**src/rtl/rank_order_emitter.sv**
```systemverilog
// Captures a sorted pixel-index vector on sort_done and streams the first NUM_SPIKES
// indexes, brightest first, as AER events over a four-phase req/ack handshake.
module rank_order_emitter #(
  parameter int IMAGE_SIZE = 5,
  parameter int INDEX_BITS = $clog2(IMAGE_SIZE),
  parameter int NUM_SPIKES = IMAGE_SIZE,
  parameter int RANK_BITS  = $clog2(IMAGE_SIZE + 1)
) (
  input  logic                  CLK,
  input  logic                  RSTN,
  input  logic [INDEX_BITS-1:0] sorted_indexes [0:IMAGE_SIZE-1],
  input  logic                  sort_done,
  output logic                  aer_req,
  output logic [INDEX_BITS-1:0] aer_addr,
  input  logic                  aer_ack,
  output logic [RANK_BITS-1:0]  aer_rank,
  output logic                  busy,
  output logic                  frame_done,
  output logic                  overrun,
  input  logic                  clr_overrun
);

  if (NUM_SPIKES < 1 || NUM_SPIKES > IMAGE_SIZE) begin : g_bad_num_spikes
    $error("rank_order_emitter: NUM_SPIKES must be in 1..IMAGE_SIZE");
  end

  localparam logic [RANK_BITS-1:0] LAST_RANK = RANK_BITS'(NUM_SPIKES);

  typedef enum logic [1:0] {IDLE, REQ, ACK_WAIT, DONE} state_t;

  state_t                state_q, state_d;
  logic [RANK_BITS-1:0]  rank_q, rank_d;
  logic [RANK_BITS-1:0]  next_rank;
  logic [INDEX_BITS-1:0] buf_q [0:IMAGE_SIZE-1];
  logic [INDEX_BITS-1:0] buf_d [0:IMAGE_SIZE-1];
  logic [INDEX_BITS-1:0] addr_q, addr_d;
  logic [RANK_BITS-1:0]  arank_q, arank_d;
  logic                  overrun_q, overrun_d;

  assign next_rank = rank_q + 1'b1;

  always_comb begin
    state_d   = state_q;
    rank_d    = rank_q;
    buf_d     = buf_q;
    addr_d    = addr_q;
    arank_d   = arank_q;
    overrun_d = overrun_q;

    unique case (state_q)
      IDLE: begin
        if (sort_done) begin
          buf_d   = sorted_indexes;
          rank_d  = '0;
          addr_d  = sorted_indexes[0];
          arank_d = '0;
          state_d = REQ;
        end
      end
      REQ: begin
        if (aer_ack) state_d = ACK_WAIT;
      end
      ACK_WAIT: begin
        if (!aer_ack) begin
          rank_d = next_rank;
          if (next_rank == LAST_RANK) begin
            state_d = DONE;
          end else begin
            // Address only moves on the edge that raises aer_req.
            addr_d  = buf_q[next_rank[INDEX_BITS-1:0]];
            arank_d = next_rank;
            state_d = REQ;
          end
        end
      end
      DONE: state_d = IDLE;
      default: state_d = IDLE;
    endcase

    // A set in the same cycle as a clear takes priority.
    if (clr_overrun) overrun_d = 1'b0;
    if (sort_done && state_q != IDLE) overrun_d = 1'b1;
  end

  always_ff @(posedge CLK or negedge RSTN) begin
    if (!RSTN) begin
      state_q   <= IDLE;
      rank_q    <= '0;
      addr_q    <= '0;
      arank_q   <= '0;
      overrun_q <= 1'b0;
      for (int i = 0; i < IMAGE_SIZE; i++) buf_q[i] <= '0;
    end else begin
      state_q   <= state_d;
      rank_q    <= rank_d;
      addr_q    <= addr_d;
      arank_q   <= arank_d;
      overrun_q <= overrun_d;
      buf_q     <= buf_d;
    end
  end

  assign aer_req    = (state_q == REQ);
  assign busy       = (state_q != IDLE);
  assign frame_done = (state_q == DONE);
  assign aer_addr   = addr_q;
  assign aer_rank   = arank_q;
  assign overrun    = overrun_q;

endmodule

```
**config.mk**
```make
export PLATFORM = sky130hd
export DESIGN_NAME = rank_order_emitter
export DESIGN_NICKNAME = d
export VERILOG_FILES = /design/src/rtl/rank_order_emitter.sv
export SDC_FILE = /design/constraint.sdc
export NUM_CORES = 1
export LEC_CHECK = 0
export CAP_MARGIN = 20
export CORE_ASPECT_RATIO = 0.5
export CORE_MARGIN = 5
export CORE_UTILIZATION = 40
export CTS_BUF_LIST = sky130_fd_sc_hd__clkbuf_4 sky130_fd_sc_hd__clkbuf_8
export DETAILED_ROUTE_END_ITERATION = 16
export GPL_TIMING_DRIVEN = 0
export MAX_ROUTING_LAYER = met4
export PLACE_DENSITY = 0.77
export SETUP_SLACK_MARGIN = 0.15
export SYNTH_ARGS = -nofsm -noshare
export SYNTH_HDL_FRONTEND = slang
export SYNTH_SLANG_ARGS = --single-unit
export TNS_END_PERCENT = 100
```
**constraint.sdc**
```tcl
create_clock -name CLK -period 2.7 [get_ports CLK]
set_input_delay 0.81 -clock CLK [delete_from_list [all_inputs] [get_ports CLK]]
set_output_delay 0.81 -clock CLK [all_outputs]
set_load 0.05 [all_outputs]
```
==> impl.org <==
** Worst setup path
- STA classifies the critical path endpoint as an output port.
- Launch instance of the worst register-to-register path :: rank_q[0]
- Category of the critical setup timing path :: reg -> out
- Endpoint of the worst-slack reg-to-reg timing path :: aer_addr[1]
- The number of cells on the worst reg-to-reg path is 7.
- Largest fanout on the critical path :: 9
- Cells along the critical path :: nor2b_1 > dlygate4sd2_1
- Worst path slowest cell :: dlygate4sd2_1
- Start point of the critical path :: state_q[0]
- In this run the worst setup path terminates at aer_req.
- Setup slack on the worst flop-to-flop path :: 510 ps
- Data arrives at the worst endpoint at 1570 ps.
- In this design, the stage delay of the slowest critical-path cell is 560 ps.
- STA classifies the critical path startpoint as a register.
- Required time worst endpoint :: 1890 ps

** Global routing
- Entering global routing, the biggest net connects 16 pins.
- Global routing used 20.4% of the available met2 tracks.
- In the global route stage, met1 resource usage came out at 15.9%.
- met2 is the most crowded layer.
- Total routing usage reported by global routing :: 12.7%
- The first global-routing pass estimated 4570 um of wire.
- The number of global-route vias before repair was 974.
- Summed over all layers, the global routing overflow is 0.
- Initial antenna violation count :: 0
- For this run, global-route usage on met3 was measured as 3.61%.

** Synthesis
- Async set-or-reset flop fraction in the synthesized netlist :: 100%
- After synthesis, the mean cell area works out to 11.6 sq um.
- Most used flip-flop cell after synthesis :: dfrtp_1
- The synthesized design contains 0 enable-type register cells.
- The netlist uses 33 different library cells.
- Synthesis produced a netlist whose cell count is 119.
- Yosys warning total :: 0
- Net count of the mapped netlist :: 141
- Share of synthesized area occupied by flip-flops and latches :: 48.9%
- Netlist Area Pre-Place :: 1380 sq um
- The synthesized design contains 27 register bits.

** Die
- Placeable core area :: 3380 sq um
- Starting density of the core :: 40.9%
- Area of the die :: 4800 sq um
- The die is 51.6 um tall.
- In this run the horizontal extent of the chip is 93.1 um.
- The initialized floorplan defines 15 standard-cell rows.
- Pin placement for this block handled 30 I/O pins.

** Route
- First-iteration detailed-routing DRC count :: 39
- DRT Wirelength :: 2780 um
- In the final routed layout, each cell accounts on average for 14.2 um.
- In the routed design, unresolved DRC markers number 0.
- The first detailed-routing pass ran for 4 iterations.
- The detailed router placed 988 vias in this run.
- In the routed layout, each cell is associated on average with a via count of 5.07.
- In this run the remaining antenna-violating nets after routing total 0.

** Finish
- The post-route netlist has 13.1% of its cells at a drive strength greater than 1.
- Share of the core filled with cells :: 52.9%
- Final standard cell area without fillers :: 1790 sq um
- 0 antenna diodes ended up in the layout.
- Relative area change from synthesis to final layout :: 29.2%
- Filler cell count :: 309
- The finished layout holds 195 standard cells, fillers aside.
- The net count of the finished layout is 176.

** Place
- Number of placed cells counting well taps :: 191
- Cell area after placement :: 1740 sq um
- Placer's final routability congestion estimate :: 0.799
- Half-perimeter wire length after detailed placement :: 2160 um
- Port buffering added 29 buffers.

** Power
- Switching power as a share of total power :: 43.5%
- The clock network burns 11.6% of the power.
- Leakage power summed over all cells :: 0.786 nW
- Switch Pwr :: 865 uW
- Of the total power, registers draw 34.9%.
- Power per Cell Area :: 1110 nW/um^2
- The worst-case IR drop observed on VDD is 0.000330 V.
- Combinational group share of total power :: 53.5%
- Cell-internal power :: 1.13 mW

** Worst hold path
- In this run the worst hold path is classified as reg -> reg.

** STA
- Max frequency :: 0.421 GHz
- Setup repair after global routing left no endpoint under its margin.
- Number of slew-limit violations in the final report :: 0
- The final hold violation count came to 0.
- Adding up every negative setup slack in the final design gives 0 ps.
- Relative max-transition margin :: 60.2%
- Final setup violation count :: 0
- Final worst-path cycle share :: 88.0%
- Final Critical Period :: 2380 ps
- Between clock sinks in the finished design, the worst skew comes to 6.30 ps.
- Measured slew at the worst slew-check pin :: 595 ps

** Clock network
- Clock slew at reported path FFs :: 90 ps
- The clock passes through at most 2 buffers.
- Clk Tree Root Cell :: clkbuf_8
- The clock reaches the later pin of the worst-skew pair after 280 ps.
- The number of setup buffers added after CTS is 0.
- In this run the number of H-tree levels came out at 1.
- In this run, CTS created clock tree buffers numbering 3.
- TritonCTS built the clock tree.
- For this design, the sink count on the clock tree is 27.
- In this run, post-CTS hold repair placed 0 buffers.

** Job
- Across the run, the number of max-cap violations was 0.

** Status
- Result of the run :: finished, final reports clean
## state kept, by name, summed over array words and instances (netlist names)
signal / flops
state_q: 2
overrun: 1
aer_addr: 3
rank_q: 3
buf_q: 15
aer_rank: 3
## worst min path at each step
stage	slack, ps	cells after the start	from	end
finish	490	1	buf_q[0]	buf_q[0]
CTS	500	1	buf_q[12]	buf_q[12]
detailed placement	470	1	buf_q[12]	buf_q[12]
floorplan	450	1	buf_q[0]	buf_q[0]
global route	510	1	buf_q[1]	buf_q[1]
global placement	460	1	buf_q[12]	buf_q[12]
## cell usage in the layout, fill, tap and decap left out, types with 2 or more instances in the layout
cell type	n
a21oi_1	3
inv_1	7
mux2_1	18
nor2_1	6
buf_6	2
a2111oi_2	2
clkdlybuf4s50_1	26
nor2b_1	3
nor2_2	2
mux2i_1	3
nand2_1	11
clkbuf_8	3
nor3_1	4
ha_1	2
o21ai_0	4
o31ai_2	4
dlygate4sd2_1	2
and2_1	2
and3_1	3
dfrtp_1	27
## through the flow
| stage | hold slack [ps] | total power [mW] | worst slack, ps |
|---|---|---|---|
| 2_1_floorplan | 449 | 1.49 | 686 |
| 3_3_place_gp | 462 | 1.76 | 339 |
| 3_5_place_dp | 472 | 1.80 | 315 |
| 4_1_cts | 495 | 2.02 | 155 |
| 5_1_grt | 505 | 2.13 | 225 |
| 6_report | 491 | 1.99 | 323 |
## Yosys cell counts, types with 2 or more instances
| cell | number | area [sq um] |
|---|---|---|
| a2111oi_2 | 2 | 30.0 |
| a21oi_1 | 3 | 15.0 |
| and2_1 | 2 | 12.5 |
| and3_1 | 3 | 18.8 |
| buf_6 | 2 | 22.5 |
| dfrtp_1 | 27 | 676 |
| ha_1 | 2 | 25.0 |
| inv_1 | 7 | 26.3 |
| mux2_1 | 18 | 203 |
| mux2i_1 | 3 | 30.0 |
| nand2_1 | 11 | 41.3 |
| nor2_1 | 6 | 22.5 |
| nor2_2 | 2 | 12.5 |
| nor2b_1 | 3 | 18.8 |
| nor3_1 | 4 | 20.0 |
| o21ai_0 | 4 | 20.0 |
| o31ai_2 | 4 | 50.1 |
## routing by layer
metal  share of wire (%)  vias up
met4                 1.4        0
li1                    -      482
met2                  50       17
met3                 3.6        5
met5                   0        -
met1                  45      484
## cell families after synthesis
| group | share of synthesized area, % |
|---|---|
| simple gates | 11.9 |
| flops | 48.9 |
| buf+inv | 4.80 |
| fa+ha+maj | 1.81 |
| mux | 16.8 |
| xor+xnor | 1.18 |
| compound gates | 14.7 |
## area by class of cell
| cell class | count | area (sq um) | share of cell area, % |
|---|---|---|---|
| clock inverters | 1 | 5.00 | 0.280 |
| repair buffers | 30 | 305 | 17.1 |
| multi-input cells | 80 | 641 | 35.9 |
| inverters | 7 | 26.3 | 1.47 |
| clock buffers | 3 | 41.3 | 2.31 |
| flip-flops and latches | 27 | 676 | 37.8 |
| plain buffers | 5 | 40.0 | 2.24 |
| well taps | 42 | 52.6 | 2.94 |
## what timing repair did
| action | CTS | global route |
|---|---|---|
| setup endpoints to repair | 2 | 1 |
| gates resized for setup | 2 | 1 |
| pin swaps | 0 | 0 |
## critical path, delay by kind of cell, from the launching register on
kind                   cells  cell delay, ps
and+or+nand+nor            1             250
DFF                        1             490
buffers and inverters      1             560
## power groups by stage
stage / sequential, mW / clock, mW / combinational [mW]
5_1_grt: 0.722 / 0.255 / 1.15
6_report: 0.695 / 0.231 / 1.07
3_3_place_gp: 0.699 / 0 / 1.06
3_5_place_dp: 0.707 / 0 / 1.09
4_1_cts: 0.699 / 0.240 / 1.08
2_1_floorplan: 0.811 / 0 / 0.675
No activity file was read; power rests on OpenSTA's default activity.
